[config.mk]
export PLATFORM = sky130hd
export DESIGN_NAME = muldiv_sequencer
export DESIGN_NICKNAME = d
export VERILOG_FILES = /design/src/rtl/muldiv_sequencer_pkg.sv /design/src/rtl/muldiv_step.sv /design/src/rtl/muldiv_sequencer.sv
export SDC_FILE = /design/constraint.sdc
export NUM_CORES = 1
export LEC_CHECK = 0
export ABC_CLOCK_PERIOD_IN_PS = 12100
export CORE_ASPECT_RATIO = 0.6
export CORE_MARGIN = 1
export CORE_UTILIZATION = 60
export CTS_CLUSTER_DIAMETER = 40
export DETAILED_ROUTE_END_ITERATION = 7
export DONT_BUFFER_PORTS = 1
export GPL_TIMING_DRIVEN = 0
export PLACE_DENSITY = 0.76
export SYNTH_ARGS = -nofsm -noshare
export SYNTH_HDL_FRONTEND = slang
export SYNTH_SLANG_ARGS = --single-unit
export TNS_END_PERCENT = 5
[constraint.sdc]
create_clock -name clk -period 12.1 [get_ports clk]
set_input_delay 1.815 -clock clk [delete_from_list [all_inputs] [get_ports clk]]
set_output_delay 1.815 -clock clk [all_outputs]
set_load 0.05 [all_outputs]
[src/rtl/muldiv_sequencer_pkg.sv]
// Shared definitions for the Hi/Lo multiply/divide sequencer: state encoding,
// operation codes and default sizing.
package muldiv_sequencer_pkg;

  localparam int DEFAULT_WIDTH = 32;
  localparam int DEFAULT_CNT_W = 6;

  localparam logic OP_MULT = 1'b0;
  localparam logic OP_DIV  = 1'b1;

  typedef enum logic [2:0] {
    ST_IDLE = 3'd0,
    ST_CALC = 3'd1,
    ST_FIX  = 3'd2,
    ST_DONE = 3'd3,
    ST_ERR  = 3'd4
  } state_t;

endpackage

[src/rtl/muldiv_step.sv]
// One combinational iteration: a radix-2 Booth step for MULT or a restoring
// shift/subtract step for DIV, over the sequencer's working accumulators.
module muldiv_step
  import muldiv_sequencer_pkg::*;
#(
  parameter int WIDTH = DEFAULT_WIDTH
) (
  input  logic             op,
  input  logic [WIDTH:0]   acc_hi,
  input  logic [WIDTH-1:0] acc_lo,
  input  logic             acc_q1,
  input  logic [WIDTH:0]   operand,
  output logic [WIDTH:0]   next_hi,
  output logic [WIDTH-1:0] next_lo,
  output logic             next_q1
);

  logic [WIDTH:0] sum;
  logic [WIDTH:0] shifted;

  // NOTE: every variable driven here gets a default first so no path leaves
  // it unassigned, which would otherwise infer a latch.
  always_comb begin
    sum     = acc_hi;
    shifted = {acc_hi[WIDTH-1:0], acc_lo[WIDTH-1]};
    next_hi = acc_hi;
    next_lo = acc_lo;
    next_q1 = 1'b0;

    if (op == OP_MULT) begin
      // The high accumulator is one bit wider than the operand so that
      // subtracting the most negative multiplicand cannot overflow.
      unique case ({acc_lo[0], acc_q1})
        2'b01:   sum = acc_hi + operand;
        2'b10:   sum = acc_hi - operand;
        default: sum = acc_hi;
      endcase
      next_hi = {sum[WIDTH], sum[WIDTH:1]};
      next_lo = {sum[0], acc_lo[WIDTH-1:1]};
      next_q1 = acc_lo[0];
    end else begin
      if (shifted >= operand) begin
        next_hi = shifted - operand;
        next_lo = {acc_lo[WIDTH-2:0], 1'b1};
      end else begin
        next_hi = shifted;
        next_lo = {acc_lo[WIDTH-2:0], 1'b0};
      end
    end
  end

endmodule

[src/rtl/muldiv_sequencer.sv]
// Multicycle MULT/DIV sequencer for the Hi/Lo registers: start/busy/done
// handshake, WIDTH iterations, one sign-fix cycle, divide-by-zero and abort.
module muldiv_sequencer
  import muldiv_sequencer_pkg::*;
#(
  parameter int WIDTH = DEFAULT_WIDTH,
  parameter int CNT_W = DEFAULT_CNT_W
) (
  input  logic             clk,
  input  logic             reset,
  input  logic             start,
  input  logic             op,
  input  logic [WIDTH-1:0] operand_a,
  input  logic [WIDTH-1:0] operand_b,
  input  logic             abort,
  output logic             busy,
  output logic             done,
  output logic             hilo_load,
  output logic [WIDTH-1:0] hi,
  output logic [WIDTH-1:0] lo,
  output logic             divby0
);

  state_t           state;
  state_t           state_next;
  logic [CNT_W-1:0] cnt;

  logic             op_q;
  logic             quot_neg;
  logic             rem_neg;
  logic [WIDTH:0]   acc_hi;
  logic [WIDTH-1:0] acc_lo;
  logic             acc_q1;
  logic [WIDTH:0]   mcand;

  logic [WIDTH:0]   step_hi;
  logic [WIDTH-1:0] step_lo;
  logic             step_q1;

  logic [WIDTH-1:0] mag_a;
  logic [WIDTH-1:0] mag_b;
  logic [WIDTH-1:0] rem_mag;
  logic             b_zero;
  logic             last_iter;

  // Magnitude of the most negative value is still correct read as unsigned.
  assign mag_a     = operand_a[WIDTH-1] ? -operand_a : operand_a;
  assign mag_b     = operand_b[WIDTH-1] ? -operand_b : operand_b;
  assign b_zero    = (operand_b == '0);
  assign last_iter = (cnt == CNT_W'(WIDTH - 1));
  assign rem_mag   = acc_hi[WIDTH-1:0];

  muldiv_step #(.WIDTH(WIDTH)) u_step (
    .op      (op_q),
    .acc_hi  (acc_hi),
    .acc_lo  (acc_lo),
    .acc_q1  (acc_q1),
    .operand (mcand),
    .next_hi (step_hi),
    .next_lo (step_lo),
    .next_q1 (step_q1)
  );

  always_comb begin
    state_next = state;
    unique case (state)
      ST_IDLE: begin
        if (start) state_next = (op == OP_DIV && b_zero) ? ST_ERR : ST_CALC;
      end
      ST_CALC: begin
        if (abort)          state_next = ST_IDLE;
        else if (last_iter) state_next = ST_FIX;
      end
      ST_FIX:  state_next = abort ? ST_IDLE : ST_DONE;
      ST_DONE: state_next = ST_IDLE;
      ST_ERR:  state_next = ST_IDLE;
      default: state_next = ST_IDLE;
    endcase
  end

  // NOTE: sequential state uses non-blocking assignments so every register
  // samples the pre-edge values regardless of statement order.
  always_ff @(posedge clk or posedge reset) begin
    if (reset) begin
      state <= ST_IDLE;
      cnt   <= '0;
    end else begin
      state <= state_next;
      if (state == ST_CALC) cnt <= cnt + CNT_W'(1);
      else                  cnt <= '0;
    end
  end

  // NOTE: working registers carry no reset; they are loaded at start and are
  // only meaningful in CALC and FIX, so clearing them would buy nothing.
  always_ff @(posedge clk) begin
    if (state == ST_IDLE && start) begin
      op_q     <= op;
      quot_neg <= operand_a[WIDTH-1] ^ operand_b[WIDTH-1];
      rem_neg  <= operand_a[WIDTH-1];
      acc_hi   <= '0;
      acc_q1   <= 1'b0;
      if (op == OP_MULT) begin
        acc_lo <= operand_b;
        mcand  <= {operand_a[WIDTH-1], operand_a};
      end else begin
        acc_lo <= mag_a;
        mcand  <= {1'b0, mag_b};
      end
    end else if (state == ST_CALC) begin
      acc_hi <= step_hi;
      acc_lo <= step_lo;
      acc_q1 <= step_q1;
    end
  end

  // Hi/Lo are the architecturally visible results; they move only in FIX.
  always_ff @(posedge clk or posedge reset) begin
    if (reset) begin
      hi <= '0;
      lo <= '0;
    end else if (state == ST_FIX && !abort) begin
      if (op_q == OP_MULT) begin
        hi <= acc_hi[WIDTH-1:0];
        lo <= acc_lo;
      end else begin
        hi <= rem_neg  ? -rem_mag : rem_mag;
        lo <= quot_neg ? -acc_lo  : acc_lo;
      end
    end
  end

  assign busy      = (state != ST_IDLE);
  assign done      = (state == ST_DONE) || (state == ST_ERR);
  assign hilo_load = (state == ST_DONE);
  assign divby0    = (state == ST_ERR);

endmodule

==> results of run 1 <==
-- worst reg2reg max path: cells and delay by family (launching register included) --
family                   cells  cell delay, ns
flip-flops                   1            0.51
buffers and inverters        1            0.32
adder cells (fa/ha/maj)      1            0.30
XOR/XNOR                     1            0.22
AND/OR/NAND/NOR              5            2.70
AO/OA/AOI/OAI                9            2.79
-- routing by layer --
| metal | up-vias | wire length (um) |
|---|---|---|
| met5 | - | 0 |
| met3 | 161 | 10800 |
| li1 | 6793 | - |
| met2 | 1335 | 20400 |
| met4 | 0 | 1450 |
| met1 | 7198 | 23500 |
-- where the power goes --
group / switching, mW / total, mW / internal [mW]
Combinational: 2.17 / 3.36 / 1.18
Sequential: 0.424 / 1.25 / 0.831
Clock: 0.267 / 0.562 / 0.295
Total: 2.87 / 5.17 / 2.31
-- kinds of logic after synthesis --
| group | count (synthesis) | share of synthesized area, % |
|---|---|---|
| DFF | 175 | 30.8 |
| adders and majority gates | 74 | 6.37 |
| muxes | 40 | 2.71 |
| xor gates and xnor gates | 202 | 12.0 |
| AOI/OAI and AO/OA | 611 | 25.8 |
| and+or+nand+nor | 552 | 17.5 |
| buffers and inverters | 192 | 4.90 |
-- stage by stage --
stage          hold WS, ns  area (um2)  setup slack [ns]
5_1_grt              0.508       15800              5.09
3_3_place_gp         0.441       15200              5.71
3_5_place_dp         0.456       15200              5.79
4_1_cts              0.465       15800              5.76
6_report             0.470       15800              5.16
2_1_floorplan        0.432       14800              7.50
-- state kept, by name, indices dropped and copies added, names as in the netlist --
| signal | count |
|---|---|
| acc_q1 | 1 |
| acc_hi | 33 |
| acc_lo | 32 |
| rem_neg | 1 |
| cnt | 6 |
| hi | 32 |
| quot_neg | 1 |
| mcand | 33 |
| state | 3 |
| lo | 32 |
| op_q | 1 |
-- final cells by class --
class | instances | area (um2)
clock buffers | 20 | 447
inverters | 76 | 288
flip-flops and latches | 175 | 4550
plain buffers | 116 | 440
fillers | 2084 | 8380
well taps | 322 | 403
multi-input cells | 1479 | 9510
repair buffers | 1 | 27.5
clock inverters | 12 | 126
-- synth_stat cells, types with 7 or more instances --
master and number:
buf_1 11, nor3_1 44, o21bai_1 8, o21ai_0 204, nor2b_1 15, nand4_1 23, nand3_1 23, a21o_1 18
dfrtp_1 73, clkbuf_1 102, a21oi_1 144, inv_1 74, nand2_1 215, or3_1 12, edfxtp_1 68, xor2_1 98
a221o_1 8, o21a_1 10, a31oi_1 35, mux2i_1 40, a221oi_1 30, xnor2_1 104, and3_1 9, o41ai_1 14
nor4_1 27, ha_1 72, nor2_1 127, dfxtp_1 34, o211ai_1 39, nand2b_1 17, o31ai_1 31, a211oi_1 20
nor3b_1 7, or4_1 7
-- how the worst min path moves through the flow --
| stage | startpoint | endpoint | slack (ns) | depth (start not counted) |
|---|---|---|---|---|
| floorplan | acc_q1 | acc_q1 | 0.43 | 2 |
| global placement | acc_q1 | acc_q1 | 0.44 | 2 |
| detailed placement | acc_q1 | acc_q1 | 0.46 | 2 |
| CTS | acc_q1 | acc_q1 | 0.46 | 2 |
| global route | cnt[0] | cnt[0] | 0.51 | 1 |
| finish | acc_q1 | acc_q1 | 0.47 | 2 |
==> run summary, run 1 <==
Once the floorplan was initialized, standard cells occupied 61.1% of the core. The part of the cycle the worst path needs came out at 57.4%. In this run the worst setup path terminates at acc_hi[32]. The final antenna-violating net count is 0. Detailed routing inserted a total of between 15,000 and 20,000 vias.

The cell leakage power is approximately 6.2 nW. For the worst-skew pair, the clock arrives at the later sink with an insertion delay of around 0.46 ns. The global routing usage on met1 is between 60% and 70%.

The register clock-pin slew on the reported worst setup and hold paths came out at 0.08 ns. The die outline area is 25,300 um2. The net count after synthesis came out at 1,989. The routability congestion estimate from global placement came out at 1.03. The violation count after the first detailed-route iteration came out at 2,692. For this design, the slowest cell found on the critical path is nor4_1. The number of flops mapped to enable cells by yosys is 68. In this run, post-CTS hold repair placed 0 buffers. The setup clock skew after layout came out at 0.0154 ns. Measured along the y axis, the die boundary spans 124 um.

The worst pin sits at a relative slew slack of around 3.7%. The worst setup path is captured at a register. TritonCTS built the clock tree.

The via-per-instance ratio came out at 7.04. The critical path startpoint category is a register. Subtracting the final worst setup slack from the clock period gives slightly below 7 ns.

The data required time of the worst path is 12.42 ns. The estimated wirelength of the detail-placed design is 44,100 um. Among all flip-flop cells after synthesis, the most frequent one is dfrtp_1.

The slew at the pin closest to its max-slew limit is around 1.4 ns. The worst setup path is of the register to register kind. The clock net in this run drives a total of 175 sinks. The path class of the tightest hold or removal check is register to register.

For this run, asynchronously set or reset flops after synthesis account for 41.7%. The floorplan has 44 rows. The global routing's busiest layer is met1. The net count of the finished layout came out at around 2,000. The count of endpoints failing hold in the final timing report is 0. The part of the Yosys area used for sequential elements came out at 30.8%. In this run the number of H-tree levels came out at 4. The total area inside the core boundary comes to 24,200 um2.

Max-cap violations in this run came to 0. In this run the critical register-to-register path is launched from mcand[1]. The number of pins with negative max-slew slack in the final report is 0.

The non-filler instance count after layout is 2,201. The routed wirelength normalized by instance count is 25.5 um. The initial antenna violation count came out at 2.

Dividing total power by cell area gives a power density of 328 nW/um2. The global router's overall resource usage came out at 44.0%. The TritonCTS buffer count is 17. The buffer levels on the longest clock path is 2. The total negative setup slack is 0 ns. The final reports fail on design-rule violations. The width of the die came out at 205 um. The fraction of post-synthesis cell area in the top cell type by area is roughly 14%.

The number of port buffers came out at 0. The signal on the critical path passes through nor4_1 -> nand2_1 -> nor4_1 -> a21o_1 -> o21ai_0 -> xnor2_1 -> ha_1 -> clkbuf_1 -> nand2_1 -> o21ai_0 -> o31a_1 -> o21a_1 -> nand2_1 -> a311oi_1 -> o2111ai_1 -> a221oi_1 -> a21oi_1. The cell taking the most area after synthesis is edfxtp_1. For this run, design rule violations remaining after detail routing come to 14.

The total of cells resized after clock tree synthesis came out at 0. The most common library cell in the layout ignoring fill and taps is nand2_1. The met2 global-route usage is 54.7%. The launching instance or port of the critical path is mcand[1]. The total wire length came out at 56,200 um.

From synthesis to final layout, the design area changed by 6.87%. For this design the top-level I/O count stands at 137. IR analysis of the VDD net gives a maximum drop of 0.000189 V. The peak per-stage delay on the critical path came out at 1.20 ns. Buffers added to address setup during post-CTS repair amount to 0.

Yosys mapped the design onto 73 distinct sky130hd cell types. The number of warnings issued by yosys came out at 0. The combined area of all synthesized cells is ~15,000 um2.

The final setup violation count came out at 0. The final design utilization came out at 65.3%. The register bit count reported by yosys came out at 175.

The cell depth of the worst setup path came out at 17. The top cell types in the final layout, fill and taps aside, are 214 x nand2_1, 204 x o21ai_0, 144 x a21oi_1. The mean area per synthesized cell came out at 8.00 um2.

0 antenna diodes ended up in the layout. The setup check on the worst reg-to-reg path leaves a slack of a little over 5 ns. The first-pass GRT wire length is 81,800 um. The run finished, with violations left. The count of mapped cells out of synthesis came out at 1,846. Derived from the worst setup path, the maximum achievable clock frequency is 144 MHz. The first TritonRoute pass finished after 8 iterations. After detailed placement, the design holds a cell count of between 2,000 and 2,500. The root buffer cell is clkbuf_16. In the post-synthesis netlist, the biggest area contributors are edfxtp_1 14%, dfrtp_1 12%, o21ai_0 6.9%. In this run the critical register-to-register path is captured at acc_hi[32]. By instance count, the cell type seen most on the critical path is nand2_1. The worst register-to-register path has a depth of 17.

On the critical path the largest part of the delay comes from compound AO/OA/AOI/OAI gates. The routing usage on met3 came out at 21.7%. Along the worst path, the maximum fanout reaches 7. The maximum number of pins on one net before global-route repair came out at 74.

The leftover overflow at the end of global routing is 0. Setup repair after global routing left no endpoint under its margin. The number of global-route vias before repair was 13,500. The sum of internal, switching and leakage power came out at 5.17 mW. The worst path arrival time is 7.26 ns. Together, buffers and inverters on the worst path number 1. The share of layout cells above drive strength 1 came out at 2.77%.
Note: power is estimated with default switching activity, not from simulation.
==> inputs of run 2 (changes only) <==
--- a/config.mk
+++ b/config.mk
@@ -5,7 +5,7 @@
 export SDC_FILE = /design/constraint.sdc
 export NUM_CORES = 1
 export LEC_CHECK = 0
-export ABC_CLOCK_PERIOD_IN_PS = 12100
+export ABC_CLOCK_PERIOD_IN_PS = 6400
 export CORE_ASPECT_RATIO = 0.6
 export CORE_MARGIN = 1
 export CORE_UTILIZATION = 60
==> constraint.sdc (replaced) <==
create_clock -name clk -period 6.4 [get_ports clk]
set_input_delay 0.96 -clock clk [delete_from_list [all_inputs] [get_ports clk]]
set_output_delay 0.96 -clock clk [all_outputs]
set_load 0.05 [all_outputs]
==> run 2 against run 1 <==
  * The flow now finishes without violations
  * Largest power group unchanged
  * Global-route usage unchanged
  * Clock-buffer cell count stayed put
  * Clock skew down 0.0022 ns
  * Largest cell class unchanged
  * Register-to-register slack worse by 4.8 ns
  * Wire length down 0.45%
  * Via count shrank 0.81%
  * Utilization is 0.088 points higher
  * Critical path depth unchanged
  * Non-clock buffer count is the same
  * Critical endpoint unchanged
  * First-iteration DRC count down 0.97%
==> run summary, run 2 (synthesis results as in run 1) <==
The die outline area is 25,300 um2. The power density over the cells came out at 618 nW/um2. The register clock-pin slew on the reported worst setup and hold paths came out at 0.08 ns.

In the final layout, the registers with the most flip-flops are acc_hi (33), mcand (33). The clock latency at the later pin of the worst-skew pair came out at 0.46 ns. The number of antenna diodes came out at 0.

Counting along the longest clock path gives a buffer depth of 2. The analysis attributes to cell leakage a power of about 6.2 nW. The width of the die came out at between 200 and 250 um.

On the worst path, the slowest cell contributes a delay of 0.72 ns. The worst pin sits at a relative slew slack of 12.9%. In the layout the commonest cells are 214 x nand2_1, 204 x o21ai_0, 144 x a21oi_1.

The share of layout cells above drive strength 1 came out at under 10%. The worst setup slack after layout is 0.320 ns. The H-tree was split into 4 levels. The TritonCTS sink count came out at 175. OpenSTA, run right after detailed placement, puts the worst setup slack at between 0.08 and 0.09 ns. The data required time of the worst path came out at 6.72 ns. The worst hold path class is register to register. The number of pins with negative max-slew slack in the final report is 0. Summing all placed instances gives a cell area of 15,200 um2. The final cell area excluding filler cells came out at 15,800 um2. The vertical die dimension is 124 um. Input and output buffers added on the ports amount to 0. Data on the critical path arrives at its endpoint at approximately 6.4 ns. The final antenna-violating net count came out at 0.

The signal on the critical path passes through nor4_1 -> nand2_1 -> nor4_4 -> a21o_1 -> o21ai_0 -> xnor2_1 -> ha_1 -> clkbuf_1 -> nand2_1 -> o21ai_0 -> o31a_1 -> o21a_1 -> nand2_1 -> a311oi_1 -> o2111ai_1 -> a221oi_1 -> a21oi_1. The final setup violation count came out at 0. For the final routed database, the setup TNS stands at 0 ns. The first-pass iteration count of the detailed router came out at 7.

The initial antenna violation count came out at 2. Leaving out filler cells and counting taps, the final layout contains 2,201. The root buffer cell is clkbuf_16. TritonCTS built the clock tree.

The first-pass GRT wire length is 81,800 um. The count of vias placed by the detailed router is around 15,000. The count of endpoints failing hold in the final timing report is 0.

In this run the worst path has a maximum fanout of 7. Leaving out fill and tap cells, the most frequent cell in the layout is nand2_1. The final design utilization came out at 65.4%. In the global route stage, overall resource usage came out at 44.0%. The number of maximum-capacitance constraint violations is 0. The sum of internal, switching and leakage power is 9.78 mW. The violation count after the first detailed-route iteration is roughly 2,700. Static timing analysis puts the maximum clock frequency at 164 MHz.

Setup repair after global routing left no endpoint under its margin. Row generation in the floorplan step produced 44 rows. The top-level port count came out at 137.

The setup clock skew after layout is approximately 0.013 ns. Dividing the detail-routed wire length by the instance count gives 25.4 um. The critical path startpoint category is a register. The core region area is ~24,000 um2.

The leftover overflow at the end of global routing came out at 0. The maximum number of pins on one net before global-route repair is 74. The routability congestion estimate from global placement is 1.03. The layout-stage area growth over the synthesis result came out at 7.01%. Counting stages on the worst path, the most repeated cell is nand2_1. After detailed routing, the total wire length is 55,900 um. The net count of the finished layout came out at 2,009. The TritonCTS buffer count came out at 17.

The kind of end point of the critical path is a register. The worst-case IR drop observed on VDD is 0.000354 V. The worst slack on hold paths came out at around 0.47 ns.

The number of global-route vias before repair came out at between 10,000 and 15,000. The number of hold buffers added after CTS was 0. The estimated wirelength of the detail-placed design is 44,100 um. The slew at the pin closest to its max-slew limit is 1.29 ns. In the routed design, unresolved DRC markers number 0. The kind of critical path is register to register.

The slowest stage of the critical path belongs to the cell nor4_1. The initial utilization of the core area, before any placement, comes to 61.1%. The via-per-instance ratio is 6.98. The flow ran to the end, and the final reports show no timing, DRC or antenna violations.

The worst path needs 6.08 ns of the cycle, external delays included. Counting tap cells, the placed design contains a total of 2,169 instances. The part of the cycle the worst path needs came out at 95.0%.
-- run 2: metal layers --
metal	vias up	global-route usage (%)	part of all wire, %
met2	1295	54.7	36
met4	2	11.3	2.4
met1	7134	65.1	42
met5	-	0	0.039
met3	137	21.7	19
li1	6793	-	-
-- run 2: final cells by class --
type | count | area, um2
Multi-Input combinational cell | 1479 | 9530
Inverter | 76 | 288
Clock inverter | 12 | 126
Tap cell | 322 | 403
Fill cell | 2081 | 8360
Sequential cell | 175 | 4550
Buffer | 116 | 440
Timing Repair Buffer | 1 | 27.5
Clock buffer | 20 | 447
-- run 2: worst paths after layout --
kind                       slack (ns)    endpoint  startpoint  depth (start not counted)
setup / recovery                 0.32  acc_hi[32]    mcand[6]                         17
min in group asynchronous        0.55      lo[21]       reset                          1
setup reg to reg                 0.32  acc_hi[32]    mcand[6]                         17
hold / removal                   0.47      acc_q1      acc_q1                          2
max in group asynchronous        5.25      hi[30]       reset                          1
hold reg to reg                  0.47      acc_q1      acc_q1                          2
-- run 2: worst max-delay path, delay by kind of cell, from the launching register on --
family	cells	cell delay [ns]
AOI/OAI and AO/OA	9	2.69
xor gates and xnor gates	1	0.22
adders and majority gates	1	0.29
buffers and inverters	1	0.31
DFF	1	0.44
and+or+nand+nor	5	1.99
-- run 2: power breakdown --
part	leakage (nW)	switching (mW)	internal, mW
logic	4.11	4.11	2.23
clock network	0.285	0.501	0.558
registers	1.82	0.803	1.57
-- run 2: repair_timing --
item	CTS	global route
endpoints found under the setup margin	0	4
gates resized for setup	0	3
buffers inserted	0	0
